==> src/rtl/zom_pkg.sv <==
// Shared zombie types and lane geometry: FSM state encoding, row Y table, spawn/house/contact X.
// Latency: none, constants and pure functions only.
// Backpressure: none.
package zom_pkg;

  typedef enum logic [2:0] {
    IDLE  = 3'd0,
    WALK  = 3'd1,
    EAT   = 3'd2,
    DYING = 3'd3,
    HOUSE = 3'd4
  } zom_state_t;

  localparam int START_X = 640;
  localparam int HOUSE_X = 40;
  localparam int PLANT_W = 60;

  // Screen Y of each lane, indexed by lane number.
  localparam logic [9:0] ROW_Y [1:5] = '{10'd110, 10'd180, 10'd250, 10'd320, 10'd390};

  // Lane number to Y; lanes outside 1..5 map to 0.
  function automatic logic [9:0] row_y(input logic [2:0] row);
    logic [9:0] y;
    y = '0;
    case (row)
      3'd1:    y = ROW_Y[1];
      3'd2:    y = ROW_Y[2];
      3'd3:    y = ROW_Y[3];
      3'd4:    y = ROW_Y[4];
      3'd5:    y = ROW_Y[5];
      default: y = '0;
    endcase
    return y;
  endfunction

endpackage

==> src/rtl/frame_tick_gen.sv <==
// Rising-edge detector on the vsync-rate frame_clk; one-cycle tick per frame.
// Latency: tick is combinational on the cycle frame_clk is first seen high.
// Backpressure: none, free-running.
module frame_tick_gen (
  input  logic clk,
  input  logic rst_n,
  input  logic frame_clk,
  output logic tick
);

  logic prev;

  // Remember last cycle's frame_clk level.
  always_ff @(posedge clk or negedge rst_n) begin
    if (!rst_n) prev <= 1'b0;
    else        prev <= frame_clk;
  end

  assign tick = frame_clk & ~prev;

endmodule

==> src/rtl/zombie_walker.sv <==
// One zombie: walks left along its lane, halts and bites at a plant, dies on damage, flags game over at the house.
// Latency: stop/hit/spawn inputs act on the next clock; bite is a registered one-cycle pulse.
// Backpressure: none; optional ZOM_ENRAGE_EN doubles the step once health is at or below half.
module zombie_walker #(
  parameter int STEP_PX         = 1,
  parameter int FRAMES_PER_STEP = 4,
  parameter int ATTACK_PERIOD   = 60,
  parameter int MAX_HP          = 10,
  parameter int DEATH_FRAMES    = 30
) (
  input  logic       MAX10_CLK1_50,
  input  logic       Reset_n,
  input  logic       frame_clk,
  input  logic       spawn,
  input  logic [2:0] spawn_row,
  input  logic [9:0] stopX1,
  input  logic [9:0] stopX2,
  input  logic [9:0] stopX3,
  input  logic [9:0] stopX4,
  input  logic [9:0] stopX5,
  input  logic       hit,
  input  logic [3:0] hit_dmg,
  output logic [9:0] zomX,
  output logic [9:0] zomY,
  output logic       ZomLive,
  output logic [2:0] zom_state,
  output logic       bite,
  output logic [2:0] bite_row,
  output logic       game_over
);
  import zom_pkg::*;

  zom_state_t state;
  logic [2:0] row;
  logic [3:0] hp;
  logic [7:0] step_cnt;
  logic [7:0] bite_cnt;
  logic [7:0] death_cnt;

  logic       tick;
  logic [9:0] stop;
  logic       blocked;
  logic [3:0] hp_after;
  logic       kill;
  logic [9:0] step_px;
  logic       at_house;

  frame_tick_gen u_tick (
    .clk       (MAX10_CLK1_50),
    .rst_n     (Reset_n),
    .frame_clk (frame_clk),
    .tick      (tick)
  );

  // Plant contact test against this lane's stop X, plus damage and step size for this cycle.
  always_comb begin
    stop = '0;
    case (row)
      3'd1:    stop = stopX1;
      3'd2:    stop = stopX2;
      3'd3:    stop = stopX3;
      3'd4:    stop = stopX4;
      3'd5:    stop = stopX5;
      default: stop = '0;
    endcase
    blocked  = (stop != 10'd0) && (stop <= zomX) && ((zomX - stop) <= 10'(PLANT_W));
    hp_after = hp;
    if (hit) hp_after = (hit_dmg >= hp) ? 4'd0 : (hp - hit_dmg);
    kill = hit && ((state == WALK) || (state == EAT)) && (hp_after == 4'd0);
`ifdef ZOM_ENRAGE_EN
    step_px = (hp <= 4'(MAX_HP / 2)) ? 10'(2 * STEP_PX) : 10'(STEP_PX);
`else
    step_px = 10'(STEP_PX);
`endif
    // zomX - step <= HOUSE_X, written without underflow.
    at_house = (zomX <= (10'(HOUSE_X) + step_px));
  end

  // Zombie lifecycle FSM; every output is registered here.
  always_ff @(posedge MAX10_CLK1_50 or negedge Reset_n) begin
    if (!Reset_n) begin
      state     <= IDLE;
      row       <= '0;
      hp        <= '0;
      step_cnt  <= '0;
      bite_cnt  <= '0;
      death_cnt <= '0;
      zomX      <= '0;
      zomY      <= '0;
      ZomLive   <= 1'b0;
      bite      <= 1'b0;
      bite_row  <= '0;
      game_over <= 1'b0;
    end else begin
      bite <= 1'b0;
      case (state)
        IDLE: begin
          if (spawn && (spawn_row >= 3'd1) && (spawn_row <= 3'd5)) begin
            state     <= WALK;
            row       <= spawn_row;
            zomX      <= 10'(START_X);
            zomY      <= row_y(spawn_row);
            hp        <= 4'(MAX_HP);
            step_cnt  <= '0;
            bite_cnt  <= '0;
            death_cnt <= '0;
            ZomLive   <= 1'b1;
          end
        end
        WALK: begin
          hp <= hp_after;
          if (kill) begin
            state     <= DYING;
            death_cnt <= '0;
          end else if (blocked) begin
            state    <= EAT;
            bite_cnt <= '0;
          end else if (tick) begin
            if (step_cnt == 8'(FRAMES_PER_STEP - 1)) begin
              step_cnt <= '0;
              if (at_house) begin
                zomX      <= 10'(HOUSE_X);
                state     <= HOUSE;
                game_over <= 1'b1;
              end else begin
                zomX <= zomX - step_px;
              end
            end else begin
              step_cnt <= step_cnt + 8'd1;
            end
          end
        end
        EAT: begin
          hp <= hp_after;
          if (kill) begin
            // Killing blow wins; any bite due this cycle is dropped.
            state     <= DYING;
            death_cnt <= '0;
          end else if (!blocked) begin
            state    <= WALK;
            step_cnt <= '0;
          end else if (tick) begin
            if (bite_cnt == 8'(ATTACK_PERIOD - 1)) begin
              bite_cnt <= '0;
              bite     <= 1'b1;
              bite_row <= row;
            end else begin
              bite_cnt <= bite_cnt + 8'd1;
            end
          end
        end
        DYING: begin
          if (tick) begin
            if (death_cnt == 8'(DEATH_FRAMES - 1)) begin
              state   <= IDLE;
              ZomLive <= 1'b0;
            end else begin
              death_cnt <= death_cnt + 8'd1;
            end
          end
        end
        HOUSE: begin
          // Terminal until reset.
          zomX      <= 10'(HOUSE_X);
          ZomLive   <= 1'b1;
          game_over <= 1'b1;
        end
        default: state <= IDLE;
      endcase
    end
  end

  assign zom_state = state;

endmodule

==> config.mk <==
export PLATFORM = sky130hd
export DESIGN_NAME = zombie_walker
export DESIGN_NICKNAME = d
export VERILOG_FILES = /design/src/rtl/zom_pkg.sv /design/src/rtl/frame_tick_gen.sv /design/src/rtl/zombie_walker.sv
export SDC_FILE = /design/constraint.sdc
export NUM_CORES = 1
export LEC_CHECK = 0
export CORE_ASPECT_RATIO = 1.5
export CORE_MARGIN = 2
export CORE_UTILIZATION = 35
export DETAILED_ROUTE_END_ITERATION = 7
export DONT_BUFFER_PORTS = 1
export GPL_ROUTABILITY_DRIVEN = 0
export PLACE_DENSITY = 0.49
export SYNTH_ARGS = -nofsm -noshare
export SYNTH_HDL_FRONTEND = slang
export SYNTH_SLANG_ARGS = --single-unit
==> constraint.sdc <==
create_clock -name MAX10_CLK1_50 -period 5.6 [get_ports MAX10_CLK1_50]
set_input_delay 0.84 -clock MAX10_CLK1_50 [delete_from_list [all_inputs] [get_ports MAX10_CLK1_50]]
set_output_delay 0.84 -clock MAX10_CLK1_50 [all_outputs]
set_load 0.05 [all_outputs]
==> results.py <==
metrics = {
    "drt": {
        "wl_per_cell_microns": 18.2,
        "drt_wl_total_microns": 12200,
        "drc_errors": 0,
        "drt_iter0_markers": 150,
        "ant_nets": 0,
        "vias": 3910,
        "dr.pass1.iters": 4,
        "via_per_inst": 5.84,
    },
    "timing": {
        "fmax_ghz": 0.246,
        "finalClockSkew_ns": 0.00861,
        "hold_viol": 0,
        "setup_viol": 0,
        "holdWs_ns": 0.193,
        "post-route-min-period_ns": 4.06,
        "maxSlewHeadroom": 0.362,
        "worst_pin_slew_ns": 0.958,
        "fin_crit_sh": 0.725,
        "fin_setup_tns_ns": 0,
        "rsz0062_at_grt": "no",
        "drv_slew": 0,
    },
    "grt": {
        "antenna_found_initial": 0,
        "grt_pass1_wl_microns": 18900,
        "grt_pass1_vias": 3788,
        "grt_max_degree": 60,
        "grt.overflow.total": 0,
        "track_usage": 0.180,
    },
    "power_and_ir_drop": {
        "pwr-share-seq": 0.311,
        "p_clk_frac": 0.180,
        "swShare": 0.507,
        "irDropWorstVdd_v": 0.000208,
        "power_density_nw_per_um2": 634,
        "p_int_mw": 1.51,
        "p_comb_frac": 0.509,
        "p_leak_nw": 2.13,
        "p_sw_mw": 1.56,
    },
    "die": {
        "ios": 91,
        "dieArea_sq_um": 13600,
        "core-area_sq_um": 12400,
        "die_h_microns": 142,
        "initial_core_util": 0.356,
        "die_w_microns": 95.9,
        "rows": 50,
    },
    "clock_tree": {
        "htree_levels": 3,
        "clk_pin_slew_worst_paths_ns": 0.06,
        "cts-resized-gates": 0,
        "cts_hold_buf": 0,
        "cts_buffers": 9,
        "clockBufferDepth": 2,
        "cts_sinks": 59,
        "worstSkewPairLatency_ns": 0.34,
        "root_buffer": "clkbuf_16",
        "cts_setup_buffers": 0,
        "cts_tree": "done",
    },
    "worst_setup_path": {
        "crit_cells": 13,
        "required_ns": 5.84,
        "path_delay_family": "compound AO/OA/AOI/OAI gates",
        "r2r_cells": 13,
        "end_kind": "flop",
        "crit_slowest_cell": "dfrtp_1",
        "crit_chain": "nand2b_1 -> o22ai_1 -> a31oi_1 -> ha_1 -> a21o_1 -> nand2_1 -> a311o_1 -> a21oi_2 -> mux2i_1 -> nor4_4 -> buf_4 -> o31a_1 -> o211ai_1",
        "cp_num_buf_inv": 1,
        "crit_path_start_kind": "flop",
        "critPathKind": "reg -> reg",
        "cpPeakStageDelay_ns": 0.73,
        "crit_arrival_ns": 4.30,
        "crit_fanout": 20,
    },
    "yosys": {
        "ys_async_sr_fraction": 1.00,
        "ys_ff_latch": 59,
        "syn_area_per_cell_sq_um": 8.67,
        "synth.cell_area_sq_um": 4430,
        "synth-seq-area-share": 0.333,
        "ys_warn_count": 0,
        "syn-instance-count": 511,
        "ys.flop_type": "dfrtp_1",
        "synth_edf_count": 0,
        "synth_cell_type_count": 76,
    },
    "run_status": {
        "status": "finished clean",
    },
    "placed_design": {
        "dp_cells": 653,
        "place_hpwl_microns": 9110,
        "portBuffers": 0,
        "dpl-instance-area_sq_um": 4550,
    },
    "finish": {
        "syn_to_final_growth_pct": 9.35,
        "nets": 591,
        "final_cell_area_sq_um": 4840,
        "num_antenna_cells": 0,
        "final_cells": 669,
        "final_core_util": 0.389,
        "layout_common_cells": "dfrtp_1 (59), nand2_1 (59), nor2_1 (47)",
        "drive_gt1_frac": 0.0975,
    },
    "hold_path": {
        "holdCritPathClass": "in -> async",
    },
    "flow_run": {
        "maxCapViolations": 0,
    },
}
## cell families after synthesis
kind of cell,synth area share
compound gates,0.244
xor+xnor,0.0119
fa+ha+maj,0.0610
buf+inv,0.0415
flops,0.333
mux,0.0703
other cells,0.000847
simple gates,0.237
## cell usage after synthesis (all sizes together), types with 9 or more instances
library cell	count	area share
a21oi	32	0.041
and3	16	0.023
buf	12	0.018
dfrtp	59	0.33
ha	20	0.056
inv	22	0.019
mux2	14	0.036
mux2i	15	0.034
nand2	59	0.050
nand2b	11	0.016
nand3	19	0.023
nor2	47	0.040
nor2b	9	0.015
nor3	17	0.019
o21ai	28	0.032
o22a	10	0.020
## flip-flops by register name, summed over array words and instances (netlist names), 3 cells and up
| name | cells |
|---|---|
| zomX | 10 |
| bite_cnt | 8 |
| death_cnt | 8 |
| step_cnt | 8 |
| zomY | 8 |
| hp | 4 |
| bite_row | 3 |
| row | 3 |
| zom_state | 3 |
## cell type report
cell class | count | area, sq um
flip-flops and latches | 59 | 1480
inverters | 22 | 82.6
fillers | 1263 | 7610
clock inverters | 7 | 68.8
multi-input cells | 413 | 2770
well taps | 156 | 195
clock buffers | 9 | 225
repair buffers | 3 | 22.5
## per-stage QoR
step                      setup slack (ns)  power (mW)
after floorplan                       1.90        2.17
after global placement                1.62        2.49
after detailed placement              1.52        2.51
after CTS                             1.51        3.08
after global routing                  1.28        3.30
final                                 1.54        3.07
## power by group through the flow
stage | clock, mW | combinational (mW) | sequential, mW
2_1_floorplan | 0 | 1.31 | 0.860
3_3_place_gp | 0 | 1.53 | 0.960
3_5_place_dp | 0 | 1.55 | 0.963
5_1_grt | 0.585 | 1.74 | 0.975
6_report | 0.553 | 1.56 | 0.953
4_1_cts | 0.566 | 1.55 | 0.955
## routing by layer
| metal | share of wire | GRT usage | wire length [microns] | vias to the layer above |
|---|---|---|---|---|
| met4 | 0.026 | 0.0857 | 315 | 0 |
| met5 | 0 | 0 | 0 | - |
| met3 | 0.063 | 0.0462 | 767 | 22 |
| li1 | - | - | - | 1875 |
| met1 | 0.39 | 0.197 | 4770 | 1888 |
| met2 | 0.52 | 0.319 | 6300 | 125 |
## path summary, 6_finish.rpt
check | start | endpoint | slack, ns
hold / removal | Reset_n | bite_cnt[0] | 0.19
setup / recovery | row[1] | step_cnt[1] | 1.54
min in group MAX10_CLK1_50 | death_cnt[7] | death_cnt[7] | 0.49
setup reg to reg | row[1] | step_cnt[1] | 1.54
hold reg to reg | death_cnt[7] | death_cnt[7] | 0.49
max in group asynchronous | Reset_n | zomX[6] | 5.31
No activity file was read; power rests on OpenSTA's default activity.
